<file path="config.mk">
export PLATFORM = sky130hd
export DESIGN_NAME = sync_fifo_wr_arb
export DESIGN_NICKNAME = d
export VERILOG_FILES = /design/src/rtl/sync_fifo_wr_arb.sv
export SDC_FILE = /design/constraint.sdc
export NUM_CORES = 1
export LEC_CHECK = 0
export ABC_AREA = 0
export BUFFER_PORTS_ARGS = -buffer_cell sky130_fd_sc_hd__buf_2
export CAP_MARGIN = 20
export CORE_MARGIN = 1
export CORE_UTILIZATION = 43
export DETAILED_ROUTE_END_ITERATION = 12
export GPL_TIMING_DRIVEN = 1
export MAX_ROUTING_LAYER = met4
export PLACE_DENSITY = 0.83
export SLEW_MARGIN = 0
export SYNTH_ARGS = -nofsm -noshare
export SYNTH_HDL_FRONTEND = slang
export SYNTH_SLANG_ARGS = --single-unit
</file>
<file path="constraint.sdc">
create_clock -name clk -period 2.2 [get_ports clk]
set_input_delay 0.44 -clock clk [delete_from_list [all_inputs] [get_ports clk]]
set_output_delay 0.44 -clock clk [all_outputs]
set_load 0.1 [all_outputs]
</file>
<file path="src/rtl/sync_fifo_wr_arb.sv">
// Round-robin write arbiter: shares the single sync_fifo write port among NREQ producers,
// granting one owner at a time for bursts of up to BURST_MAX words, throttled by fifo_full.
module sync_fifo_wr_arb #(
   parameter int NREQ      = 4,
   parameter int IDW       = 2,
   parameter int DW        = 8,
   parameter int BURST_MAX = 4
) (
   input  logic                clk,
   input  logic                rst,
   input  logic [NREQ-1:0]     req,
   input  logic [NREQ*DW-1:0]  din,
   input  logic                fifo_full,
   output logic [NREQ-1:0]     gnt,
   output logic                fifo_wr,
   output logic [DW-1:0]       fifo_din,
   output logic                busy,
   output logic [IDW-1:0]      owner
);

   localparam int CW = $clog2(BURST_MAX + 1);

   typedef enum logic {IDLE, BURST} state_t;

   state_t           state_q, state_d;
   logic [CW-1:0]    cnt_q, cnt_d;
   logic [IDW-1:0]   last_q, last_d;
   logic [IDW-1:0]   owner_q, owner_d;
   logic             found;
   logic [IDW-1:0]   winner;
   logic [IDW-1:0]   cand;
   logic             wr;

   // Search last+1, last+2, ... so the previous owner is considered last.
   always_comb begin
      found  = 1'b0;
      winner = '0;
      cand   = '0;
      for (int k = 1; k <= NREQ; k++) begin
         cand = IDW'((int'(last_q) + k) % NREQ);
         if (!found && req[cand]) begin
            found  = 1'b1;
            winner = cand;
         end
      end
   end

   assign wr    = (state_q == BURST) & req[owner_q] & ~fifo_full & ~rst;
   assign busy  = (state_q == BURST);
   assign owner = owner_q;

   always_comb begin
      state_d  = state_q;
      cnt_d    = cnt_q;
      last_d   = last_q;
      owner_d  = owner_q;
      gnt      = '0;
      fifo_wr  = wr;
      fifo_din = '0;
      if (state_q == BURST)
         fifo_din = din[owner_q*DW +: DW];
      if (wr)
         gnt[owner_q] = 1'b1;

      case (state_q)
         IDLE: begin
            if (found) begin
               state_d = BURST;
               owner_d = winner;
               cnt_d   = '0;
            end
         end
         BURST: begin
            if (wr) begin
               cnt_d = cnt_q + CW'(1);
               if (cnt_q == CW'(BURST_MAX - 1)) begin
                  state_d = IDLE;
                  last_d  = owner_q;
                  cnt_d   = '0;
               end
            end else if (!req[owner_q]) begin
               // Producer withdrew; a full-stall with req held stays put.
               state_d = IDLE;
               last_d  = owner_q;
               cnt_d   = '0;
            end
         end
         default: state_d = IDLE;
      endcase
   end

   always_ff @(posedge clk) begin
      if (rst) begin
         state_q <= IDLE;
         cnt_q   <= '0;
         last_q  <= IDW'(NREQ - 1);
         owner_q <= '0;
      end else begin
         state_q <= state_d;
         cnt_q   <= cnt_d;
         last_q  <= last_d;
         owner_q <= owner_d;
      end
   end

endmodule

</file>
==> results of run 1 <==
==> timing repair <==
action / 4_1_cts / 5_1_grt
pin swaps: 0 / 1
hold buffers: 0 / 0
setup endpoints to repair: 7 / 5
buffers inserted: 2 / 2
resized for setup: 0 / 10
endpoints found under the hold margin: 0 / 0
==> critical path, cell delays in order (launching register included) <==
cell and delay, ps:
dfxtp_4 410, buf_6 150, mux4_2 480, and2_1 170
buf_4 230
==> cells by family (layout without fill, tap and decap cells) <==
group	Yosys count	count (layout)	share of synthesized area
and+or+nand+nor	40	40	0.294
AOI/OAI and AO/OA	16	16	0.143
muxes	11	11	0.276
DFF	8	8	0.203
buffers and inverters	8	65	0.0682
adders and majority gates	1	1	0.0159
==> flip-flops by register name, summed over array words and instances, names as in the netlist <==
name / count
busy: 1
owner: 2
last_q: 2
cnt_q: 3
==> cells in the final DEF (no fill, tap or decap), types with 3 or more instances in the layout <==
cell type   n
buf_2      48
nand2b_1    7
mux4_2      6
a21oi_1     6
and2_1      5
and2_2      5
nor2_1      5
dfxtp_1     5
buf_4       4
mux2i_1     3
nand2_1     3
inv_1       3
dfxtp_4     3
clkbuf_4    3
buf_6       3
buf_12      3
==> final cells by class <==
class / count / area (µm²) / share of cell area
clock buffers: 4 / 26.3 / 0.0211
inverters: 3 / 11.3 / 0.00906
multi-input cells: 68 / 638 / 0.514
flip-flops and latches: 8 / 171 / 0.138
well taps: 25 / 31.3 / 0.0252
repair buffers: 58 / 364 / 0.293
==> routing by layer <==
metal,share of wire,global-route usage,up-vias,wire (µm)
li1,-,-,435,-
met1,0.39,0.226,413,854
met2,0.52,0.426,39,1150
met3,0.092,0.0560,0,202
met4,0,0.0182,0,0
met5,0,-,-,0
==> power breakdown <==
part / switching (mW) / internal (mW)
clock network: 0.0477 / 0.0692
logic: 0.272 / 0.147
registers: 0.0295 / 0.158
==> final timing paths <==
| check | start | to | slack [ps] | depth (start not counted) |
|---|---|---|---|---|
| hold reg to reg | cnt_q[2]$_SDFFE_PP0P_ | cnt_q[2]$_SDFFE_PP0P_ | 470 | 1 |
| setup / recovery | owner[0]$_SDFFE_PP0P_ | fifo_din[6] | 70 | 4 |
| hold / removal | cnt_q[2]$_SDFFE_PP0P_ | cnt_q[2]$_SDFFE_PP0P_ | 470 | 1 |
| setup reg to reg | owner[0]$_SDFFE_PP0P_ | cnt_q[1]$_SDFFE_PP0P_ | 590 | 6 |
==> per-stage QoR <==
| stage | hold slack [ps] | setup TNS [ps] | util | instance area, µm² |
|---|---|---|---|---|
| finish | 468 | 0 | 0.720 | 1240 |
| global placement | 460 | 0 | 0.676 | 1170 |
| CTS | 471 | 0 | 0.700 | 1210 |
| detailed placement | 464 | 0 | 0.676 | 1170 |
| global route | 499 | -12.4 | 0.720 | 1240 |
| floorplan | 446 | -589 | - | 870 |
==> impl_metrics.toml, run 1 <==
[job]
cap_violations = 0

[yosys]
synth-seq-cells = 8
ys.flop_type = "dfxtp_1"
synthArstFlopShare = 0
yosys-top-cells-area = "dfxtp_1 (20%), mux4_2 (17%), and2_1 (7.9%)"
yosys.area.top_type_share = 0.203
yosysTopAreaCell = "dfxtp_1"
synthCells = 84
synth_nets = 124
avgSynthCellArea_um2 = 9.38
synth_area_um2 = 788
synth_edf_count = 0
yosys_warnings = 0
synth_most_common_cell = "and2_1"
synth_seq_area_share = 0.203
ys_types = 32
synth_commonest_cells = "and2_1 (10), dfxtp_1 (8), nand2b_1 (7)"

[pwr]
p_per_area_mw_per_mm2 = 582
leakagePower_nw = 0.579
power_mw = 0.723
max-vdd-ir-drop_mv = 0.497

[routing]
wl_per_cell_um = 13.3
drc = 0
viasPerCell = 5.34
dr.pass1.iters = 4
drt_iter0_markers = 15
wl_um = 2200
postRouteAntennaNets = 0
dr_total_vias = 887

[cts]
cts_buffers = 3
htree_levels = 1
root_buffer = "clkbuf_4"
clk_latency_ps = 250
clkTransAtPathRegs_ps = 60
clock-sinks = 8
clockBufferDepth = 2
tritoncts = "done"

[timing]
fin_skew_ps = 3.10
slew_headroom = 0.614
finalCritPeriodShare = 0.967
worst_pin_slew_ps = 579
setup_viol = 0
max_freq_ghz = 0.470
finalHoldViolCount = 0
maxSlewViolCount = 0
finalWorstSetupSlack_ps = 72.8
post-route-min-period_ps = 2130

[run_status]
status = "completed"

[placed_design]
post-place-cells = 158
io_buffers = 54
gp_congestion = 0.766
place_ws_ps = 244
dpl.hpwl_um = 1700

[setup_path]
worstPathArrival_ps = 1690
path_class = "reg2out"
crit_path_start_kind = "flop"
cp.required_ps = 1760
worst_setup_path_end_kind = "primary output"
crit_fanout = 7

[die]
start_util = 0.457
placementRows = 15
die_area_mm2 = 0.00201
die_x_um = 44.8
die_y_um = 44.8
core_mm2 = 0.00173
ioPinCount = 55

[global_routing]
grt_usage = 0.219
globalRoute.totalOverflow = 0
grt_pass1_wl_um = 3190
grt_max_degree = 18
grt_pass1_vias = 780
antenna_found_initial = 0

[finish]
layout.nets = 182
fillers = 147
drive_gt1_frac = 0.589
syn_to_final_growth_pct = 57.6
layout.cells.non_filler = 166
antenna_cells = 0

[min_path]
hold_path_class = "reg2reg"
(Power assumes the default switching activity.)
==> run 2, diff against run 1 <==
--- a/config.mk
+++ b/config.mk
@@ -5,15 +5,15 @@
 export SDC_FILE = /design/constraint.sdc
 export NUM_CORES = 1
 export LEC_CHECK = 0
-export ABC_AREA = 0
+export ABC_AREA = 1
 export BUFFER_PORTS_ARGS = -buffer_cell sky130_fd_sc_hd__buf_2
 export CAP_MARGIN = 20
 export CORE_MARGIN = 1
-export CORE_UTILIZATION = 43
+export CORE_UTILIZATION = 48
 export DETAILED_ROUTE_END_ITERATION = 12
 export GPL_TIMING_DRIVEN = 1
 export MAX_ROUTING_LAYER = met4
-export PLACE_DENSITY = 0.83
+export PLACE_DENSITY = 0.85
 export SLEW_MARGIN = 0
 export SYNTH_ARGS = -nofsm -noshare
 export SYNTH_HDL_FRONTEND = slang
==> impl_metrics.toml, run 2 <==
[cts]
cts_hold_buf = 0
cts_resized = 0
root_buffer = "clkbuf_4"
clk_latency_ps = 280
clockBufferDepth = 2
clkTransAtPathRegs_ps = 70
clock-sinks = 8
cts_buffers = 3
tritoncts = "done"
htree_levels = 1

[global_routing]
grt_usage = 0.362
antenna_found_initial = 0
grt_pass1_vias = 1319
globalRoute.totalOverflow = 0
grt_max_degree = 17
grt_pass1_wl_um = 5530

[yosys]
synth_area_um2 = 998
synthArstFlopShare = 0
yosysTopAreaCell = "nand2_1"
yosys_warnings = 0
synth-seq-cells = 8
ys_types = 26
yosys.area.top_type_share = 0.165
synth_most_common_cell = "nand2_1"
avgSynthCellArea_um2 = 6.13
ys.flop_type = "dfxtp_1"
synth_seq_area_share = 0.160
synth_edf_count = 0
synth_nets = 203
synthCells = 163
yosys-top-cells-area = "nand2_1 (17%), dfxtp_1 (16%), nand3_1 (13%)"
synth_commonest_cells = "nand2_1 (44), nand3_1 (25), inv_1 (15), nor2_1 (15)"

[min_path]
hold_path_class = "reg2reg"
hp-start = "cnt_q[2]$_SDFFE_PP0P_"

[setup_path]
worstPathArrival_ps = 1700
crit_fanout = 9
crit_family = "simple AND/OR/NAND/NOR gates"
slowest_stage = "dfxtp_4"
crit_path_start_kind = "flop"
cp_num_buf_inv = 2
cp.required_ps = 1760
worst_setup_path_end_kind = "primary output"
cp-startpoint = "owner[0]$_SDFFE_PP0P_"
rrSetupSlack_ps = 550
crit_chain = "inv_4, nor2_8, nand2_2, nand4_4, nand2_4, nor3_4, buf_12"
reg2reg_from = "last_q[0]$_SDFFE_PP1P_"
path_class = "reg2out"
max_stage_delay_ps = 410

[finish]
antenna_cells = 0
top_register = "cnt_q"
syn_to_final_growth_pct = 73.4
final_cell_mix = "nand2_1 (43), buf_2 (41), nand3_1 (25), nor2_1 (15), inv_1 (15)"
drive_gt1_frac = 0.478
layout.cells.non_filler = 251
largest_register_ffs = 3
layout.nets = 265
final_common_cell = "nand2_1"
final_area_mm2 = 0.00173

[timing]
fin_skew_ps = 21.0
worst_pin_slew_ps = 511
finalWorstSetupSlack_ps = 55.8
max_freq_ghz = 0.466
post-route-min-period_ps = 2140
maxSlewViolCount = 0
finalHoldViolCount = 0
finalCritPeriodShare = 0.975
setup_viol = 0
tns_ps = 0
rsz0062_at_grt = "no"
slew_headroom = 0.662
hold_slack_ps = 477

[routing]
drt_iter0_markers = 46
wl_per_cell_um = 15.8
drc = 0
dr_total_vias = 1437
viasPerCell = 5.73
wl_um = 3960
dr.pass1.iters = 4
postRouteAntennaNets = 0

[die]
start_util = 0.509
die_area_mm2 = 0.00227
core_mm2 = 0.00196
die_x_um = 47.6
ioPinCount = 55
die_y_um = 47.6
placementRows = 16

[pwr]
p_per_area_mw_per_mm2 = 1460
clkPwrFrac = 0.051
leakagePower_nw = 0.837
p_comb_frac = 0.825
p_seq_frac = 0.124
p_switching_mw = 1.57
max-vdd-ir-drop_mv = 1.23
p_int_mw = 0.959
swShare = 0.621

[placed_design]
gp_congestion = 0.953
placed_area_mm2 = 0.00165
post-place-cells = 240
dpl.hpwl_um = 2750
io_buffers = 54
place_ws_ps = 250

[job]
cap_violations = 0

[run_status]
status = "completed"
-- run 2: timing repair --
item | 4_1_cts | 5_1_grt
endpoints found under the setup margin | 2 | 3
buffers inserted | 4 | 3
pin swaps | 1 | 0
-- run 2: worst min-delay path: cells and delay by family (launching register included) --
family | cells | cell delay (ps)
buffers and inverters | 1 | 40
and+or+nand+nor | 1 | 80
DFF | 1 | 320
-- run 2: area by class of cell --
type	count	area (µm²)
inverter	21	88.8
fill	102	230
sequential	8	171
multi-input combinational	128	878
timing repair buffer	63	533
clock buffer	4	26.3
tap	27	33.8
-- run 2: logic make-up after synthesis --
| group | count (synthesis) | synth area share |
|---|---|---|
| fa+ha+maj | 1 | 0.0125 |
| flops | 8 | 0.160 |
| compound gates | 21 | 0.142 |
| simple gates | 106 | 0.558 |
| buf+inv | 27 | 0.128 |
-- run 2: path summary, 6_finish.rpt --
kind | endpoint | cells after the start
min reg2reg | cnt_q[2]$_SDFFE_PP0P_ | 2
min | cnt_q[2]$_SDFFE_PP0P_ | 2
max | gnt[0] | 7
max reg2reg | owner[1]$_SDFFE_PP0P_ | 10
-- run 2: layer usage --
| metal | GRT usage | wire length (µm) | vias to the layer above |
|---|---|---|---|
| met1 | 0.371 | 1400 | 669 |
| met2 | 0.627 | 2120 | 84 |
| met4 | 0.206 | 151 | 0 |
| met5 | - | 0 | - |
| li1 | - | - | 663 |
| met3 | 0.0868 | 289 | 21 |
-- run 2: power groups by stage --
stage / Sequential [mW] / Clock [mW] / Combinational, mW
after global placement: 0.343 / 0 / 1.88
after detailed placement: 0.349 / 0 / 1.93
final: 0.313 / 0.130 / 2.09
after CTS: 0.318 / 0.131 / 2.01
after floorplan: 0.384 / 0 / 1.46
after global routing: 0.321 / 0.134 / 2.20
-- run 2: metrics by stage --
| step | util | power, mW |
|---|---|---|
| 3_3_place_gp | 0.842 | 2.22 |
| 5_1_grt | 0.883 | 2.66 |
| 6_report | 0.883 | 2.53 |
| 3_5_place_dp | 0.842 | 2.28 |
| 4_1_cts | 0.871 | 2.45 |
| 2_1_floorplan | - | 1.85 |
